## src/rtl/regfile_copy_engine.sv

```systemverilog
`default_nettype none

`ifndef DATA_WIDTH
`define DATA_WIDTH 32
`endif
`ifndef DATA_ADDR_WIDTH
`define DATA_ADDR_WIDTH 5
`endif

// ============================================================================
// Module   : regfile_copy_engine
// Purpose  : Sequential copy / fill engine driving a single-port register
//            file. Copy alternates READ and WRITE one word at a time in
//            ascending order. Fill writes one word per cycle. Addresses wrap
//            modulo 2**AW.
// Ports    : clk           - clock, rising edge
//            rst           - asynchronous active-high reset
//            i_start       - command request, sampled only in IDLE
//            i_mode        - 0 = copy, 1 = fill
//            i_src_addr    - copy source base address
//            i_dst_addr    - destination base address
//            i_length      - word count, 0 .. 2**AW
//            i_fill_data   - fill-mode word
//            i_rf_data     - register file read data (combinational)
//            o_rf_address  - register file address
//            o_rf_data     - register file write data
//            o_rf_write_en - register file write enable
//            o_busy        - high in READ and WRITE
//            o_done        - one-cycle completion pulse
// Revision : 1.0 - initial release
// ============================================================================
module regfile_copy_engine #(
  parameter int DW = `DATA_WIDTH,
  parameter int AW = `DATA_ADDR_WIDTH
) (
  input  logic          clk,
  input  logic          rst,
  input  logic          i_start,
  input  logic          i_mode,
  input  logic [AW-1:0] i_src_addr,
  input  logic [AW-1:0] i_dst_addr,
  input  logic [AW:0]   i_length,
  input  logic [DW-1:0] i_fill_data,
  input  logic [DW-1:0] i_rf_data,
  output logic [AW-1:0] o_rf_address,
  output logic [DW-1:0] o_rf_data,
  output logic          o_rf_write_en,
  output logic          o_busy,
  output logic          o_done
);

  typedef enum logic [1:0] {
    IDLE  = 2'd0,
    READ  = 2'd1,
    WRITE = 2'd2,
    DONE  = 2'd3
  } state_t;

  state_t        state;
  state_t        next_state;

  logic          mode_q;
  logic [AW-1:0] src_q;
  logic [AW-1:0] dst_q;
  logic [AW:0]   len_q;
  logic [DW-1:0] fill_q;
  logic [AW:0]   idx;
  logic [DW-1:0] hold;

  // idx is one bit wider than an address so a length of 2**AW can be
  // compared exactly; the address sums use only the low AW bits and wrap.
  logic [AW:0]   idx_next;
  logic          last_word;
  logic [AW-1:0] src_ptr;
  logic [AW-1:0] dst_ptr;

  assign idx_next  = idx + 1'b1;
  assign last_word = (idx_next == len_q);
  assign src_ptr   = src_q + idx[AW-1:0];
  assign dst_ptr   = dst_q + idx[AW-1:0];

  // --------------------------------------------------------------------------
  // State register and datapath registers
  // --------------------------------------------------------------------------
  always_ff @(posedge clk or posedge rst) begin
    if (rst) begin
      state  <= IDLE;
      mode_q <= 1'b0;
      src_q  <= '0;
      dst_q  <= '0;
      len_q  <= '0;
      fill_q <= '0;
      idx    <= '0;
      hold   <= '0;
    end else begin
      state <= next_state;
      case (state)
        IDLE: begin
          if (i_start) begin
            mode_q <= i_mode;
            src_q  <= i_src_addr;
            dst_q  <= i_dst_addr;
            len_q  <= i_length;
            fill_q <= i_fill_data;
            idx    <= '0;
          end
        end
        READ:    hold <= i_rf_data;
        WRITE:   idx  <= idx_next;
        default: ;
      endcase
    end
  end

  // --------------------------------------------------------------------------
  // Next-state and outputs. Outputs decode the state register directly, so
  // an asynchronous reset drops them immediately without a clock edge.
  // --------------------------------------------------------------------------
  always_comb begin
    next_state    = state;
    o_rf_address  = '0;
    o_rf_data     = '0;
    o_rf_write_en = 1'b0;
    o_busy        = 1'b0;
    o_done        = 1'b0;
    case (state)
      IDLE: begin
        if (i_start) begin
          if (i_length == '0) begin
            next_state = DONE;
          end else if (i_mode) begin
            next_state = WRITE;
          end else begin
            next_state = READ;
          end
        end
      end
      READ: begin
        o_busy       = 1'b1;
        o_rf_address = src_ptr;
        next_state   = WRITE;
      end
      WRITE: begin
        o_busy        = 1'b1;
        o_rf_address  = dst_ptr;
        o_rf_write_en = 1'b1;
        o_rf_data     = mode_q ? fill_q : hold;
        if (last_word) begin
          next_state = DONE;
        end else if (mode_q) begin
          next_state = WRITE;
        end else begin
          next_state = READ;
        end
      end
      DONE: begin
        o_done     = 1'b1;
        next_state = IDLE;
      end
      default: next_state = IDLE;
    endcase
  end

endmodule

`default_nettype wire

```

## config.mk

```make
export PLATFORM = sky130hd
export DESIGN_NAME = regfile_copy_engine
export DESIGN_NICKNAME = d
export VERILOG_FILES = /design/src/rtl/regfile_copy_engine.sv
export SDC_FILE = /design/constraint.sdc
export NUM_CORES = 1
export LEC_CHECK = 0
export BUFFER_PORTS_ARGS = -buffer_cell sky130_fd_sc_hd__buf_2
export CAP_MARGIN = 20
export CORE_UTILIZATION = 50
export CTS_BUF_LIST = sky130_fd_sc_hd__clkbuf_8
export DETAILED_ROUTE_END_ITERATION = 16
export PLACE_DENSITY = 0.77
export SLEW_MARGIN = 25
export SYNTH_ARGS = -nofsm -noshare
export SYNTH_HDL_FRONTEND = slang
export SYNTH_SLANG_ARGS = --single-unit
```

## constraint.sdc

```tcl
create_clock -name clk -period 3.15 [get_ports clk]
set_clock_uncertainty 0.15 [all_clocks]
set_input_delay 0.315 -clock clk [delete_from_list [all_inputs] [get_ports clk]]
set_output_delay 0.315 -clock clk [all_outputs]
set_load 0.01 [all_outputs]
```

== After elaboration in Yosys (flattened, before gate mapping) ==
Cells that the tools add are included.

* Output and inout port bits: 40
* Register bits after elaboration: 89
* Word-level logic and storage cells: 36

* Equality and inequality tests: 5
* Reductions and logical operators: 6
* Muxes and demuxes: 14
* $add $sub $neg: 3

{| class="wikitable"
|+ Operator list
! kind !! count
|-
| $mux 32 || 2
|-
| $pmux 6 s2 || 1
|-
| $add 5x5->5 || 2
|-
| $mux 2 || 5
|-
| $pmux 5 s2 || 1
|-
| $pmux 2 s4 || 1
|-
| $add 6x1->6 const B || 1
|-
| $eq 6x6->1 || 1
|-
| $logic_not 6->1 || 1
|-
| $mux 6 || 1
|-
| $eq 2x2->1 const B || 2
|-
| $reduce_and 2->1 || 2
|-
| $mux 1 || 3
|-
| $eq 2x1->1 const B || 1
|-
| $logic_not 2->1 || 1
|-
| $ne 2x2->1 const B || 1
|-
| $reduce_bool 2->1 || 1
|-
| $reduce_or 2->1 || 1
|}

== Depth between registers and ports, before layout ==
Gate-level depths: netlist of the first run.

* Depth in word-level cells: 4
* Depth in mapped cells: 12
* Gate-level depth less buffers: 11

== Worst setup path before layout of the first run ==
OpenSTA, ideal clock, no wires.

* Path kind: register -> output
* Start point: register state[0]
* End point: output o_rf_address[4]
* Cell stages (with the launch flop): 11
* Path slack: 0.105 ns
* Arrival time: 2.580 ns
* Path buffers: 2
* Cell sequence: dfrtp_1 inv_1 ha_1 clkbuf_1 clkbuf_1 mux2_2 ha_1 a21o_1 a21oi_1 xnor2_1 and2_1

* Word-level cells in the longest chain between the ends: 2
* Elaborated cells between the ends (all ways): 3

{| class="wikitable"
|+ Ends and longest elaborated chain
! item !! RTL line !! source
|-
| from (decl) || 59 || <nowiki>state_t state;</nowiki>
|-
| from (signal assigned) || 96 || <nowiki>state <= next_state;</nowiki>
|-
| $eq 2x2->1 / $eq 2x1->1 (equally long branches) || 126 || <nowiki>case (state)</nowiki>
|-
| $pmux 5 s2 (*) || 126 ||
|-
| to (decl) || 45 || <nowiki>output logic [AW-1:0] o_rf_address,</nowiki>
|}

Every way passes the cells marked *; elsewhere a longest branch is shown, timed or not.

== Worst setup path after layout of the first run ==
Same ends and word-level chain as after synthesis.

==> impl_metrics.py, run 1 <==
metrics = {
    "run_status": {
        "status": "finished clean",
    },
    "hold_path": {
        "min_delay_path_depth": 2,
        "holdPathEnd": "fill_q[6]",
        "hold_class": "in -> reg",
        "hp-start": "i_fill_data[6]",
    },
    "floorplanning": {
        "rows": 33,
        "io_pins": 124,
        "die_h_um": 95.87,
        "die_area_um2": 9190,
        "die_w_um": 95.87,
        "core_um2": 8382,
        "start_util": 0.5256,
    },
    "logic_synthesis": {
        "ys_types": 35,
        "syn_area_um2": 4405,
        "avgSynthCellArea_um2": 12.88,
        "synth_nets": 436,
        "async_flop_share": 1.000,
        "synth-seq-cells": 89,
        "ys.flop_type": "dfrtp_1",
        "yosys-top-cells-area": "dfrtp_1, mux2_2, mux2i_1, nor2b_1, ha_1",
        "yosysWarnings": 0,
        "synth_top_area_frac": 0.5055,
        "yosysTopAreaCell": "dfrtp_1",
        "synth_edf_count": 0,
        "synth_cells": 342,
        "ys_seq_area_frac": 0.5055,
    },
    "finish": {
        "register_area_um2": 2228,
        "syn_to_final_growth_pct": 22.41,
        "final_nets": 558,
        "antenna_cells": 0,
        "fin_area_um2": 5393,
        "fill_cells": 675,
        "drive_above_1_share": 0.5235,
        "multi_input_area_um2": 2083,
        "instances_no_fill": 573,
    },
    "setup_path": {
        "r2r-end": "state[0]",
        "startpoint_type": "flop",
        "reg2reg_setup_slack_ps": 980,
        "worstSetupEndpointType": "primary output",
        "critical_path_class": "reg -> out",
        "cp_data_required_time_ps": 2680,
        "reg2reg_depth": 5,
        "worstPathMaxFanout": 4,
        "regToRegStartpoint": "idx[0]",
        "arrival_ps": 2570,
    },
    "timing": {
        "hold_viol": 0,
        "maxSlewViolCount": 0,
        "relSlewSlack": 0.3018,
        "fin_crit_ps": 3032,
        "setup_slack_ps": 118.2,
        "hold_ws_ps": 27.79,
        "finalSetupViolCount": 0,
        "tightestPinTransition_ps": 1047,
        "fin_crit_sh": 0.9625,
        "fmax_mhz": 329.8,
    },
    "pwr": {
        "power_density_nw_per_um2": 1034,
        "cellLeakagePower_nw": 2.631,
        "finalPower_mw": 5.576,
        "ir_drop_uv": 519.4,
    },
    "run": {
        "cap_viol_max_count": 0,
    },
    "route": {
        "vias": 2989,
        "routed_via_density": 5.216,
        "wirelength_mm": 9.243,
        "firstDrtPassIters": 5,
        "drt_iter0_drc": 75,
        "wl_per_cell_um": 16.13,
        "drc_errors": 0,
        "antenna_left": 0,
    },
    "grt": {
        "grt_use_total": 0.2116,
        "grt_pass1_vias": 3113,
        "grt_first_pass_wirelength_mm": 14.59,
        "grt_max_degree": 48,
        "antenna_found_initial": 0,
        "overflow": 0,
    },
    "cts": {
        "h-tree-depth": 3,
        "cts_buffers": 9,
        "cts_tree": "yes",
        "clk_pin_slew_ps": 100,
        "clock-sinks": 89,
        "clock-root-buffer": "clkbuf_8",
        "clockBufferDepth": 2,
        "clk_latency_ps": 360,
    },
    "placed_design": {
        "place_ws_ps": 257.6,
        "portBuffers": 123,
        "dp_hpwl_mm": 6.485,
        "place_inst": 553,
        "gp_congestion": 0.7986,
        "place_area_um2": 5117,
    },
}
[synthesized netlist by cell type (2+ instances only)]
cell type,count
mux2_2,85
o21ai_0,2
ha_1,9
nand3_1,3
mux2i_1,34
nor2b_1,34
a21o_1,4
clkbuf_1,15
xor2_1,3
o22ai_1,2
inv_1,9
nand2b_1,2
buf_2,5
xnor2_1,9
a21oi_1,4
a22o_1,3
nor3_1,5
dfrtp_1,89
and2_1,4
nand2_1,6
[registers in the layout, summed over array words and instances (netlist names)]
signal,cells
fill_q,32
hold,32
idx,6
len_q,6
dst_q,5
src_q,5
state,2
mode_q,1
[power by group]
| part | switching [mW] | internal [mW] |
|---|---|---|
| Clock | 0.420 | 0.448 |
| Sequential | 0.439 | 1.71 |
| Combinational | 1.11 | 1.45 |
| Total | 1.97 | 3.61 |
[worst max path at each step]
stage / startpoint / slack [ps] / endpoint
floorplan: state[0] / 110 / o_rf_address[4]
global placement: state[0] / 410 / o_rf_address[4]
detailed placement: state[0] / 260 / o_rf_address[4]
CTS: state[0] / 30 / o_rf_address[4]
global route: state[0] / -0.4 / o_rf_address[4]
finish: state[0] / 120 / o_rf_address[4]
[metrics by stage]
stage	util	setup TNS (ps)
after floorplan	-	0
after global placement	0.6105	0
after detailed placement	0.6105	0
after CTS	0.6399	0
after global routing	0.6434	-0.3957
final	0.6434	0
[routing by layer]
layer	wire (um)	track usage
met1	4097	0.2668
met3	464	0.04739
met2	4547	0.3542
met5	0	0
met4	135	0.08333
[cell families (layout without fill, tap and decap cells)]
| group | Yosys count | after routing | share of synthesized area |
|---|---|---|---|
| xor gates and xnor gates | 12 | 12 | 0.02386 |
| buffers and inverters | 30 | 156 | 0.02698 |
| muxes | 119 | 119 | 0.2945 |
| AOI/OAI and AO/OA | 23 | 23 | 0.04061 |
| DFF | 89 | 89 | 0.5055 |
| adders and majority gates | 10 | 10 | 0.03011 |
| and+or+nand+nor | 59 | 59 | 0.07838 |
[timing repair]
item                                    in CTS  in global routing
gates resized for setup                      3                  2
buffers inserted                             1                  3
pin swaps                                    0                  1
endpoints found under the setup margin       1                  1
hold buffers                                 1                  0
hold endpoints to repair                    42                  0
[layout make-up]
class | instances | share of cell area
flip-flops and latches | 89 | 0.4132
multi-input cells | 223 | 0.3863
repair buffers | 132 | 0.1295
well taps | 105 | 0.02436
clock buffers | 9 | 0.02297
clock inverters | 6 | 0.01717
inverters | 9 | 0.006497
[layout by cell type, fill, tap and decap left out, drive strengths merged, types with 3 or more instances in the layout]
master,synthesis,final
nand3,3,3
nor2b,34,34
a22o,4,4
o21ai,3,3
buf,6,131
a21oi,4,4
clkbuf,15,9
mux2,85,85
xnor2,9,9
a21o,5,5
and2,4,4
nand2,6,6
xor2,3,3
nor3,5,5
ha,9,9
dfrtp,89,89
clkinv,0,3
mux2i,34,34
inv,9,9
[worst max-delay path, stage by stage, from the launching register on]
cell	delay [ps]
dfrtp_1	400
inv_2	80
ha_4	160
mux2_2	330
ha_1	190
inv_1	80
fa_2	200
inv_1	40
a21o_1	160
a21oi_2	150
xnor2_1	150
and2_1	150
buf_2	120
(Power assumes the default switching activity.)
==> inputs of run 2 (changes only) <==
--- a/config.mk
+++ b/config.mk
@@ -7,6 +7,7 @@
 export LEC_CHECK = 0
 export BUFFER_PORTS_ARGS = -buffer_cell sky130_fd_sc_hd__buf_2
 export CAP_MARGIN = 20
+export CORE_MARGIN = 4
 export CORE_UTILIZATION = 50
 export CTS_BUF_LIST = sky130_fd_sc_hd__clkbuf_8
 export DETAILED_ROUTE_END_ITERATION = 16
==> impl_metrics.py, run 2 (same netlist as run 1, synthesis figures left out) <==
metrics = {
    "setup_path": {
        "cp_data_required_time_ps": 2680,
        "arrival_ps": 2590,
        "reg2reg_depth": 5,
        "critical_path_class": "reg -> out",
        "worstSetupEndpointType": "primary output",
        "worstPathMaxFanout": 4,
        "startpoint_type": "flop",
    },
    "cts": {
        "clockBufferDepth": 2,
        "clk_pin_slew_ps": 90,
        "clock-root-buffer": "clkbuf_8",
        "h-tree-depth": 3,
        "clock-sinks": 89,
        "cts_buffers": 9,
        "cts_tree": "yes",
        "clk_latency_ps": 350,
    },
    "floorplanning": {
        "die_w_um": 101.9,
        "io_pins": 124,
        "die_area_um2": 10380,
        "die_h_um": 101.9,
        "start_util": 0.5256,
        "rows": 33,
        "core_um2": 8382,
    },
    "grt": {
        "overflow": 0,
        "antenna_found_initial": 0,
        "grt_util_met3": 0.05188,
        "gr-max-usage-layer": "met2",
        "grt_first_pass_wirelength_mm": 15.30,
        "grt_max_degree": 53,
        "use_met1": 0.2381,
        "grt_use_met2": 0.3189,
        "grt_use_total": 0.1907,
        "grt_pass1_vias": 3236,
    },
    "finish": {
        "drive_above_1_share": 0.5224,
        "layout_commonest_cell": "buf_2",
        "final_nets": 558,
        "fin_util": 0.6471,
        "layout_common_cells": "buf_2, dfrtp_1, mux2_2",
        "antenna_cells": 0,
        "syn_to_final_growth_pct": 23.12,
        "fin_area_um2": 5424,
        "largest_registers": "fill_q: 32 flops, hold: 32 flops",
    },
    "run": {
        "cap_viol_max_count": 0,
    },
    "timing": {
        "maxSlewViolCount": 0,
        "relSlewSlack": 0.3065,
        "tightestPinTransition_ps": 1040,
        "hold_viol": 0,
        "fin_tns_setup_ps": 0,
        "fin_crit_ps": 3051,
        "fmax_mhz": 327.8,
        "finalSetupViolCount": 0,
        "fin_crit_sh": 0.9685,
    },
    "placed_design": {
        "place_area_um2": 5135,
        "portBuffers": 123,
        "dp_hpwl_mm": 6.656,
        "gp_congestion": 0.8518,
    },
    "hold_path": {
        "min_delay_path_depth": 2,
        "hold_class": "in -> reg",
    },
    "route": {
        "drc_errors": 0,
        "drt_iter0_drc": 50,
        "routed_via_density": 5.214,
        "antenna_left": 0,
        "vias": 2993,
        "wirelength_mm": 9.483,
        "firstDrtPassIters": 4,
        "wl_per_cell_um": 16.52,
    },
    "pwr": {
        "ir_drop_uv": 551.4,
        "power_density_nw_per_um2": 1038,
        "cellLeakagePower_nw": 2.657,
    },
    "run_status": {
        "status": "finished clean",
    },
}
-- run 2: metrics by stage --
stage | hold WS [ps] | power, mW | std cells | setup WS [ps]
2_1_floorplan | 315.6 | 3.964 | 342 | 105.1
3_3_place_gp | 271.8 | 4.605 | 554 | 413.6
3_5_place_dp | 280.9 | 4.722 | 554 | 220.1
4_1_cts | 17.87 | 5.663 | 571 | 0.8917
5_1_grt | 24.66 | 6.060 | 574 | -20.22
6_report | 37.17 | 5.632 | 574 | 99.28
-- run 2: final cells by class --
class | count | area, um^2
fill | 654 | 2958
timing repair buffer | 132 | 710.7
clock buffer | 9 | 123.9
tap | 105 | 131.4
multi-input combinational | 223 | 2083
inverter | 9 | 35.03
sequential | 89 | 2228
clock inverter | 7 | 111.4
-- run 2: per-layer routing --
metal | routed length, um | up-vias
li1 | - | 1434
met1 | 4018 | 1463
met2 | 4702 | 82
met3 | 603 | 14
met4 | 159 | 0
met5 | 0 | -
-- run 2: final timing paths --
check                      slack [ps]               to          start
max                               100  o_rf_address[4]       state[0]
min                                40         hold[12]  i_rf_data[12]
max reg2reg                       950         state[1]         idx[0]
min reg2reg                       360         src_q[4]       src_q[4]
max in group asynchronous        1700           mode_q            rst
min in group asynchronous         430         hold[12]            rst
-- run 2: repair_timing --
| action | in CTS | in global routing |
|---|---|---|
| resized for setup | 4 | 3 |
| hold buffers | 1 | 0 |
| hold endpoints to repair | 37 | 0 |
| pin swaps | 0 | 1 |
| setup endpoints to repair | 1 | 1 |
| buffers inserted | 0 | 3 |
| gates cloned | 0 | 0 |
-- run 2: power by group --
group	internal [mW]	leakage [nW]	switching [mW]
Sequential	1.71	1.06	0.441
Combinational	1.45	1.47	1.11
Clock	0.522	0.126	0.392
Total	3.69	2.66	1.95
-- run 2: worst max-delay path, stage by stage, from the launching register on --
cell and delay [ps]:
dfrtp_1 430, inv_2 100, ha_4 150, buf_4 130
mux2_2 340, ha_1 330, a21o_1 210, a21oi_2 160
xnor2_1 150, and2_1 140, buf_2 120
==> inputs of run 3 (changes only) <==
--- a/config.mk
+++ b/config.mk
@@ -8,10 +8,11 @@
 export BUFFER_PORTS_ARGS = -buffer_cell sky130_fd_sc_hd__buf_2
 export CAP_MARGIN = 20
 export CORE_MARGIN = 4
-export CORE_UTILIZATION = 50
+export CORE_UTILIZATION = 40
 export CTS_BUF_LIST = sky130_fd_sc_hd__clkbuf_8
 export DETAILED_ROUTE_END_ITERATION = 16
-export PLACE_DENSITY = 0.77
+export HOLD_SLACK_MARGIN = 0.02
+export REMOVE_ABC_BUFFERS = 1
 export SLEW_MARGIN = 25
 export SYNTH_ARGS = -nofsm -noshare
 export SYNTH_HDL_FRONTEND = slang
==> impl_metrics.py, run 3 (same netlist as run 1, synthesis figures left out) <==
metrics = {
    "setup_path": {
        "slowest_delay_ps": 420,
        "crit_path_top_delay_cell": "dfrtp_1",
        "startpoint_type": "flop",
        "worstSetupEndpointType": "primary output",
        "critPathMostFrequentCell": "inv_1",
        "worstPathMaxFanout": 4,
        "arrival_ps": 2530,
        "critical_path_class": "reg -> out",
        "crit_path_cell_trace": "inv_2 -> ha_4 -> mux2_2 -> ha_1 -> inv_1 -> fa_2 -> inv_1 -> a21o_1 -> a21oi_2 -> xnor2_1 -> and2_1 -> buf_2",
        "cp_data_required_time_ps": 2680,
    },
    "pwr": {
        "swShare": 0.3471,
        "ir_drop_uv": 559.3,
        "clockPowerShare": 0.167,
        "switching_power_mw": 1.961,
        "internal_power_mw": 3.689,
        "cellLeakagePower_nw": 2.695,
        "power_density_nw_per_um2": 1011,
        "combPwrFrac": 0.453,
        "seq_power_share": 0.380,
    },
    "cts": {
        "cts_tree": "yes",
        "clk_latency_ps": 350,
        "clock-root-buffer": "clkbuf_8",
        "clk_pin_slew_ps": 90,
        "cts_buffers": 9,
        "clock-sinks": 89,
        "clockBufferDepth": 2,
        "h-tree-depth": 3,
    },
    "placed_design": {
        "dp_hpwl_mm": 6.866,
        "place_inst": 590,
        "place_area_um2": 5166,
        "place_ws_ps": 250.2,
        "gp_congestion": 0.7579,
        "portBuffers": 123,
    },
    "route": {
        "routed_via_density": 4.947,
        "drt_iter0_drc": 60,
        "vias": 3077,
        "antenna_left": 0,
        "wirelength_mm": 9.941,
        "firstDrtPassIters": 4,
        "wl_per_cell_um": 15.98,
        "drc_errors": 0,
    },
    "timing": {
        "relSlewSlack": 0.3741,
        "finalSetupViolCount": 0,
        "fmax_mhz": 334.1,
        "fin_crit_ps": 2993,
        "setup_slack_ps": 157.2,
        "hold_ws_ps": 38.11,
        "maxSlewViolCount": 0,
        "tightestPinTransition_ps": 938.9,
        "hold_viol": 0,
        "fin_crit_sh": 0.9501,
        "rsz0062_at_grt": "false",
    },
    "finish": {
        "largest_registers": "fill_q: 32 flops, hold: 32 flops",
        "syn_to_final_growth_pct": 26.81,
        "layout_common_cells": "buf_2, dfrtp_1, mux2_2",
        "drive_above_1_share": 0.5104,
        "fill_cells": 991,
        "fin_area_um2": 5587,
        "fin_util": 0.5176,
        "antenna_cells": 0,
        "instances_no_fill": 622,
        "final_nets": 572,
        "layout_commonest_cell": "buf_2",
    },
    "floorplanning": {
        "die_area_um2": 12760,
        "die_h_um": 112.9,
        "rows": 38,
        "io_pins": 124,
        "die_w_um": 112.9,
        "core_um2": 10790,
        "start_util": 0.4082,
    },
    "run": {
        "cap_viol_max_count": 0,
    },
    "grt": {
        "grt_first_pass_wirelength_mm": 16.26,
        "grt_pass1_vias": 3306,
        "grt_max_degree": 44,
        "grt_use_total": 0.1608,
        "overflow": 0,
        "antenna_found_initial": 0,
    },
    "run_status": {
        "status": "finished clean",
    },
    "hold_path": {
        "hold_class": "in -> reg",
    },
}
-- run 3: cell count changes in the layout (fill, tap and decap cells not counted), sizes merged --
cell,before,now
buf,131,132
dlygate4sd3,1,14
clkinv,3,1
clkinvlp,0,1
-- run 3: metal layers --
layer | wire, um | global-route usage | up-vias
li1 | - | - | 1460
met3 | 610 | 0.05401 | 9
met1 | 4316 | 0.2012 | 1531
met5 | 0 | 0 | -
met2 | 4912 | 0.2729 | 77
met4 | 101 | 0.03125 | 0
-- run 3: repair_timing --
item                                   in CTS  in global routing
buffers inserted                            0                  3
setup endpoints to repair                   1                  1
hold buffers                                4                 10
resized for setup                           2                  3
gates cloned                                0                  0
endpoints found under the hold margin      23                 10
pin swaps                                   0                  0
-- run 3: power groups by stage --
stage / combinational [mW] / clock, mW / sequential [mW]
after floorplan: 1.91 / 0 / 2.03
final: 2.56 / 0.941 / 2.15
after CTS: 2.56 / 0.975 / 2.16
after detailed placement: 2.54 / 0 / 2.18
after global routing: 2.85 / 1.03 / 2.24
after global placement: 2.49 / 0 / 2.15
-- run 3: path summary, 6_finish.rpt --
path	from	slack, ps	end	cells after the start
min in group asynchronous	rst	330	fill_q[26]	3
setup reg to reg	idx[0]	980	state[0]	5
hold reg to reg	dst_q[2]	360	dst_q[2]	1
setup / recovery	state[0]	160	o_rf_address[4]	12
max in group asynchronous	rst	1610	hold[8]	4
hold / removal	i_fill_data[26]	40	fill_q[26]	2
-- run 3: metrics by stage --
stage | setup TNS [ps] | total power, mW
after floorplan | -41.70 | 3.939
after global placement | 0 | 4.643
after detailed placement | 0 | 4.716
after CTS | 0 | 5.696
after global routing | 0 | 6.116
final | 0 | 5.651
-- run 3: final cells by class --
type | instances | area, um^2 | area share
flip-flops and latches | 89 | 2231 | 0.3993
multi-input cells | 223 | 2083 | 0.3729
repair buffers | 146 | 823.3 | 0.1474
well taps | 140 | 175.2 | 0.03135
clock buffers | 9 | 123.9 | 0.02217
clock inverters | 6 | 115.1 | 0.02060
inverters | 9 | 35.03 | 0.006271
-- run 3: worst max-delay path: cells and delay by family (launching register included) --
kind                       cells  cell delay (ps)
xor gates and xnor gates       1              120
AOI/OAI and AO/OA              2              310
muxes                          1              330
and+or+nand+nor                1              130
DFF                            1              420
buffers and inverters          4              340
adders and majority gates      3              550
